<file path="config.mk">
export PLATFORM = sky130hd
export DESIGN_NAME = inst_fetch
export DESIGN_NICKNAME = d
export VERILOG_FILES = /design/src/rtl/isa_pkg.sv /design/src/rtl/fetch_fifo.sv /design/src/rtl/inst_fetch.sv
export SDC_FILE = /design/constraint.sdc
export NUM_CORES = 1
export LEC_CHECK = 0
export CAP_MARGIN = 20
export CORE_UTILIZATION = 25
export DETAILED_ROUTE_END_ITERATION = 7
export PLACE_DENSITY = 0.45
export SLEW_MARGIN = 30
export SYNTH_ARGS = -nofsm -noshare
export SYNTH_HDL_FRONTEND = slang
export SYNTH_SLANG_ARGS = --single-unit
</file>
<file path="constraint.sdc">
create_clock -name clk -period 3.9 [get_ports clk]
set_input_delay 0.78 -clock clk [delete_from_list [all_inputs] [get_ports clk]]
set_output_delay 0.78 -clock clk [all_outputs]
set_load 0.02 [all_outputs]
</file>
<file path="src/rtl/isa_pkg.sv">
// Shared ISA constants for the fetch unit, decoder and benches: instruction width,
// R-type opcode/funct encodings and instruction field positions.
package isa_pkg;

  localparam int unsigned INST_W = 32;

  localparam logic [5:0] OPCODE_RTYPE = 6'b000000;
  localparam logic [5:0] FUNCT_ADD    = 6'b100000;
  localparam logic [5:0] FUNCT_SUB    = 6'b100010;
  localparam logic [5:0] FUNCT_SLT    = 6'b101010;

  localparam int unsigned OPCODE_LSB = 26;
  localparam int unsigned OPCODE_W   = 6;
  localparam int unsigned RS_LSB     = 21;
  localparam int unsigned RT_LSB     = 16;
  localparam int unsigned RD_LSB     = 11;
  localparam int unsigned REG_W      = 5;
  localparam int unsigned FUNCT_LSB  = 0;
  localparam int unsigned FUNCT_W    = 6;
  localparam int unsigned IMM_LSB    = 0;
  localparam int unsigned IMM_W      = 16;

  function automatic logic [OPCODE_W-1:0] opcode_of(input logic [INST_W-1:0] word);
    return word[OPCODE_LSB +: OPCODE_W];
  endfunction

endpackage

</file>
<file path="src/rtl/fetch_fifo.sv">
// Synchronous prefetch FIFO holding {instruction, pc} entries; flush empties it in one cycle.
// Pointers wrap by natural overflow, so DEPTH must be a power of two.
module fetch_fifo #(
  parameter int unsigned DEPTH = 4,
  parameter int unsigned WIDTH = 40
) (
  input  logic                     clk,
  input  logic                     rst_n,
  input  logic                     push,
  input  logic [WIDTH-1:0]         wdata,
  input  logic                     pop,
  input  logic                     flush,
  output logic [$clog2(DEPTH):0]   count,
  output logic [WIDTH-1:0]         head
);

  localparam int unsigned PtrW = $clog2(DEPTH);

  logic [WIDTH-1:0] mem_q [DEPTH];
  logic [PtrW-1:0]  wr_ptr_q, rd_ptr_q;
  logic [PtrW:0]    count_q;
  logic             do_push, do_pop;

  always_comb begin
    do_push = push && !flush;
    do_pop  = pop && (count_q != '0) && !flush;
  end

  always_ff @(posedge clk or negedge rst_n) begin
    if (!rst_n) begin
      wr_ptr_q <= '0;
      rd_ptr_q <= '0;
      count_q  <= '0;
    end else if (flush) begin
      wr_ptr_q <= '0;
      rd_ptr_q <= '0;
      count_q  <= '0;
    end else begin
      if (do_push) wr_ptr_q <= wr_ptr_q + 1'b1;
      if (do_pop)  rd_ptr_q <= rd_ptr_q + 1'b1;
      case ({do_push, do_pop})
        2'b10:   count_q <= count_q + 1'b1;
        2'b01:   count_q <= count_q - 1'b1;
        default: count_q <= count_q;
      endcase
    end
  end

  // Storage is not reset; entries are only observable through count.
  always_ff @(posedge clk) begin
    if (do_push) mem_q[wr_ptr_q] <= wdata;
  end

  assign count = count_q;
  assign head  = mem_q[rd_ptr_q];

  push_not_full: assert property (@(posedge clk) disable iff (!rst_n)
    (push && !flush) |-> (count_q < (PtrW+1)'(DEPTH)));

endmodule

</file>
<file path="src/rtl/inst_fetch.sv">
// Instruction fetch unit: sequences the PC, issues 1-cycle-latency memory reads under a
// credit limit, buffers returns in a prefetch FIFO and hands them out over valid/ready.
module inst_fetch
  import isa_pkg::*;
#(
  parameter int unsigned       ADDR_W   = 8,
  parameter int unsigned       DEPTH    = 4,
  parameter logic [ADDR_W-1:0] RESET_PC = '0
) (
  input  logic              clk,
  input  logic              rst_n,
  input  logic              enable,
  input  logic              redirect_valid,
  input  logic [ADDR_W-1:0] redirect_pc,
  output logic              imem_req,
  output logic [ADDR_W-1:0] imem_addr,
  input  logic [INST_W-1:0] imem_rdata,
  output logic              inst_valid,
  input  logic              inst_ready,
  output logic [INST_W-1:0] inst,
  output logic [ADDR_W-1:0] inst_pc,
  output logic              busy
);

  localparam int unsigned CntW = $clog2(DEPTH) + 1;
  localparam int unsigned EntW = INST_W + ADDR_W;

  logic [ADDR_W-1:0] pc_q, pc_d;
  logic [ADDR_W-1:0] req_addr_q, req_addr_d;
  logic              inflight_q, inflight_d;
  logic              squash_q, squash_d;
  logic [CntW-1:0]   count;
  logic [EntW-1:0]   head;
  logic              req, push, pop, valid, has_credit;

  always_comb begin
    // Buffered plus in-flight words must leave room, so a return never meets a full FIFO.
    has_credit = (32'(count) + 32'(inflight_q)) < DEPTH;
    valid      = count != '0;
    req        = rst_n && enable && !redirect_valid && has_credit;
    push       = inflight_q && !squash_q;
    pop        = valid && inst_ready;

    pc_d       = pc_q;
    req_addr_d = req_addr_q;
    inflight_d = req;
    squash_d   = redirect_valid && inflight_q;
    if (redirect_valid) begin
      pc_d = redirect_pc;
    end else if (req) begin
      pc_d       = pc_q + 1'b1;
      req_addr_d = pc_q;
    end
  end

  always_ff @(posedge clk or negedge rst_n) begin
    if (!rst_n) begin
      pc_q       <= RESET_PC;
      req_addr_q <= '0;
      inflight_q <= 1'b0;
      squash_q   <= 1'b0;
    end else begin
      pc_q       <= pc_d;
      req_addr_q <= req_addr_d;
      inflight_q <= inflight_d;
      squash_q   <= squash_d;
    end
  end

  fetch_fifo #(
    .DEPTH (DEPTH),
    .WIDTH (EntW)
  ) u_fifo (
    .clk   (clk),
    .rst_n (rst_n),
    .push  (push),
    .wdata ({imem_rdata, req_addr_q}),
    .pop   (pop),
    .flush (redirect_valid),
    .count (count),
    .head  (head)
  );

  always_comb begin
    imem_req   = req;
    imem_addr  = req ? pc_q : '0;
    inst_valid = valid;
    inst       = valid ? head[EntW-1 -: INST_W] : '0;
    inst_pc    = valid ? head[ADDR_W-1:0] : '0;
    busy       = inflight_q || valid;
  end

endmodule

</file>
---- Word-level counts from Yosys, hierarchy flattened ----
Memory sizes are Yosys's and may differ from the RTL's.
Index checks and enable logic that the tools add are counted.
word-level totals
  input port bits ......................... 45
  output and inout port bits .............. 51
  register bits ........................... 25
  RAM bits ................................ 160
  logic and storage cells ................. 49
  memories ................................ 1
memories
  name          depth  bits a word  read ports  clocked after memory_dff  write ports  line              text
  u_fifo.mem_q  4      40           1           0                         1            fetch_fifo.sv:19  logic [WIDTH-1:0] mem_q [DEPTH];
operators by class
  reduce and logical (&&, ||, !) cells .... 18
  magnitude comparators ................... 1
  eq/ne operators ......................... 2
  muxes and demuxes ....................... 13
  bitwise gates (word level) .............. 1
  add/subtract/negate cells ............... 6
operators by type and width
  cell                                                                          number
  32-bit 2-to-1 mux                                                             1
  8-bit 2-to-1 mux                                                              4
  1-bit logical AND                                                             9
  8-bit by 1-bit adder with 8-bit output, second input constant                 1
  2-bit 2-to-1 mux                                                              4
  3-bit case mux with 2 select lines                                            1
  2-bit nonzero test                                                            3
  3-bit nonzero test                                                            2
  2-bit by 1-bit adder with 2-bit output, second input constant                 2
  3-bit by 1-bit adder with 4-bit output                                        1
  4-bit by 3-bit less-than comparator with 1-bit output, second input constant  1
  3-bit by 1-bit adder with 3-bit output, second input constant                 1
  3-bit 2-to-1 mux                                                              1
  3-bit by 1-bit subtractor with 3-bit output, second input constant            1
  2-bit by 1-bit == test with 1-bit output, second input constant               1
  2-bit == test, second input constant                                          1
  1-bit logical NOT                                                             2
  1-bit 2-to-1 mux                                                              2
  2-bit AND reduction                                                           1
  1-bit logical OR                                                              1
  1-bit NOT                                                                     1

---- Depth between registers and ports, before layout ----
  depth in word-level cells ............... 7
  depth in mapped cells ................... 7
  depth with buffers taken out ............ 6

---- Hierarchy ----
Synthesis repeated with hierarchy kept, for this count alone.
unflattened totals
  cells, all modules ...................... 389
  area total of the unflattened synthesis .. 7,473.4 µm²
by module, submodules not included
  module      cells each  area each (µm²)  times used  sequential area each (µm²)
  fetch_fifo  261         6,304.8          1           4,979.8
  inst_fetch  128         1,168.6          1           450.4

---- Worst setup path after synthesis ----
No wires, ideal clock.
  kind .................................... input-to-reg
  start ................................... input redirect_valid
  end ..................................... memory u_fifo.mem_q[0][0] (enable)
  arrival ................................. 2.139 ns
  data required time ...................... 3.499 ns
  path buffers ............................ 1
  stages on the path ...................... 3
  path slack .............................. 1.360 ns
  path through ............................ clkbuf_1 > nor2_1 > and2_1
between the ends
  cells in the longest elaborated chain, start to end .. 4
RTL lines
  what                                    line              text
  start: declaration                      inst_fetch.sv:13  input logic redirect_valid,
  1-bit logical NOT                       fetch_fifo.sv:25  do_push = push && !flush;
  1-bit logical AND                       fetch_fifo.sv:25
  1-bit 2-to-1 mux                        fetch_fifo.sv:51  if (do_push) mem_q[wr_ptr_q] <= wdata;
  1-bit 2-to-1 mux (implied by the code)  fetch_fifo.sv:51
  end: declaration                        fetch_fifo.sv:19
No other way between the ends.

---- Final worst setup path ----
  start ................................... input rst_n
  end ..................................... output imem_addr[4]
between the ends
  cells in the longest elaborated chain, start to end .. 4
RTL lines
  what                             line              text
  start: declaration               inst_fetch.sv:11  input logic rst_n,
  1-bit logical AND (3 in series)  inst_fetch.sv:40  req = rst_n && enable && !redirect_valid && has_credit;
  8-bit 2-to-1 mux                 inst_fetch.sv:86  imem_addr = req ? pc_q : '0;
  end: declaration                 inst_fetch.sv:16  output logic [ADDR_W-1:0] imem_addr,
No other way between the ends.

==> results.tsv <==
metric	value	unit
status	finished clean	
pre_cts_slack	0.398	ns
clock_sinks	185	
grt_max_degree	44	
fin_util	0.326	
nFillCells	2819	
power_density	510	mW/mm^2
io_pins	96	
fin_hold_ws	0.544	ns
drt-vias-per-instance	4.26	
fp.dieH	174	um
grt_pass1_vias	4201	
first_pass_iters	4	
p_comb_frac	0.185	
worstPathRequired	3.12	ns
startpoint	rst_n	
synthFlopType	edfxtp_1	
relSlewSlack	0.441	
crit_type	primary input to primary output	
grtUsageTotal	0.110	
avgSynthCellArea	19.1	sq um
synth.distinct_cells	44	
coreArea	0.0289	sq mm
cts-buffers-inserted	17	
hold_start	req_addr_q[0]	
holdBufCountCts	0	
p_leak	3.11	nW
start_util	0.256	
async_reset_ff_frac	0.135	
reg2reg_depth	6	
power	4.80	mW
drc	0	
crit_arrival	2.74	ns
start_kind	primary input	
cp_max_fo	17	
maxCapViolations	0	
dpl_cell_area	0.00885	sq mm
synth_area	0.00738	sq mm
crit_slowest_cell	clkdlybuf4s50_1	
die-area	0.0302	sq mm
rows	62	
clock.fmax	0.284	GHz
r2r_setup_slack	1.83	ns
pwr-share-seq	0.476	
ant_nets	0	
cp_slowest_stage_delay	0.60	ns
syn-num-nets	438	
clock_skew	0.00877	ns
grt_antenna_before_repair	0	
gp_congestion	0.783	
path_buf_inv	4	
yosysWarnings	0	
grt_pass1_wl	24500	um
cts.clk_slew.worst_paths	0.07	ns
fin_crit_sh	0.901	
critPathTopFamily	buffers and inverters	
fin_cells	888	
layout-drive-gt1-share	0.185	
route.vias.total	3779	
period_needed	3.52	ns
hold_path_end	u_fifo.mem_q[3][0]	
routed_wl	15400	um
clock_latency	0.42	ns
rsz0062_at_grt	no	
synth-edff-count	160	
ys_seq_area_frac	0.736	
tightest_slew	0.838	ns
fin_area	0.00942	sq mm
hold_violations	0	
internal_power	3.57	mW
n_antenna_cell	0	
portBuffers	95	
switchingPower	1.23	mW
wire_per_inst	17.4	um
swShare	0.256	
die_w	174	um
final_max_slew_viol_count	0	
cp-end-kind	primary output	
crit_chain	clkdlybuf4s50_1 -> and4bb_4 -> nand2_4 -> inv_2 -> nand2_1 -> inv_1 -> clkdlybuf4s50_1	
area_growth	27.6	%
hold_path_class	register to register	
yosys.area.top_type_share	0.651	
cts_tree	built	
htree_levels	4	
whs_path_depth	0	
cts_setup_buffers	0	
synth_common_cells	edfxtp_1 (160), and2_1 (46), mux4_2 (40)	
synth-seq-cells	185	
synth_top_area_cell	edfxtp_1	
fin_tns_setup	0	ns
reg2reg_from	u_fifo.count[0]	
drt_iter0_drc	194	
cts_resized	0	
ys_top_cells_by_area	edfxtp_1 (65%), mux4_2 (12%), dfrtp_1 (8.5%)	
critPathMostFrequentCell	clkdlybuf4s50_1	
netlist_instances	387	
yosys.cell_count.top_type	edfxtp_1	
dpl.cell_count	856	
fin_nets	542	
cts_buffer_depth	2	
overflow	0	
r2r_end	u_fifo.count[2]	
clkPwrFrac	0.339	
setup_violations	0	
cts_root_buf	clkbuf_16	
hpwl	9520	um
vdd_drop_max	0.000195	V
layout_setup_ws	0.384	ns
flip-flops by register name, summed over array words and instances (netlist names):
register	flops
req_addr_q	8
u_fifo.wr_ptr_q	2
u_fifo.mem_q	160
u_fifo.count	3
u_fifo.rd_ptr_q	2
squash_q	1
inflight_q	1
pc_q	8
worst max-delay path by stage:
stage	slack, ns	to	cells after the start
CTS	0.32	busy	3
finish	0.38	imem_addr[4]	7
global route	0.24	busy	3
global placement	0.44	imem_addr[4]	7
floorplan	1.36	u_fifo.mem_q[0][0]	3
detailed placement	0.40	imem_addr[4]	7
cells by family after synthesis:
family / share of synthesized area
adders and majority gates: 0.0112
AOI/OAI and AO/OA: 0.0287
and+or+nand+nor: 0.0777
DFF: 0.736
buffers and inverters: 0.0183
muxes: 0.123
xor gates and xnor gates: 0.00475
routing by layer:
layer	global-route usage	wire, um	vias up
li1	-	-	1729
met5	0	0	-
met2	0.184	7740	84
met4	0.0322	121	0
met1	0.137	6930	1958
met3	0.0305	635	8
cell usage in the layout (no fill, tap or decap), drive strengths merged, types with 2 or more instances in the layout:
| cell | count |
|---|---|
| clkinv | 5 |
| inv | 13 |
| ha | 5 |
| buf | 9 |
| o21bai | 3 |
| a22oi | 3 |
| a221o | 4 |
| nor3b | 2 |
| o21ai | 2 |
| nand4 | 2 |
| mux4 | 40 |
| nand3b | 2 |
| a21o | 8 |
| nor2 | 13 |
| and2 | 46 |
| edfxtp | 160 |
| xnor2 | 2 |
| xor2 | 2 |
| nand2 | 12 |
| clkdlybuf4s50 | 95 |
| dfrtp | 25 |
| clkbuf | 21 |
| a21oi | 5 |
| and3 | 5 |
| nand3 | 4 |
| nor3 | 3 |
layout make-up:
cell class	count	area, sq um	area share
Sequential cell	185	5440	0.577
Multi-Input combinational cell	176	1820	0.193
Timing Repair Buffer	104	1090	0.116
Clock buffer	21	483	0.0513
Tap cell	384	480	0.0510
Clock inverter	11	80.1	0.00850
Inverter	7	26.3	0.00279
power by group through the flow:
stage	Combinational, mW	Sequential, mW	Clock (mW)
floorplan	0.538	2.30	0
CTS	0.921	2.29	1.68
finish	0.889	2.28	1.63
global route	0.969	2.29	1.77
global placement	0.917	2.33	0
detailed placement	0.917	2.33	0
Note: power is estimated with default switching activity, not from simulation.
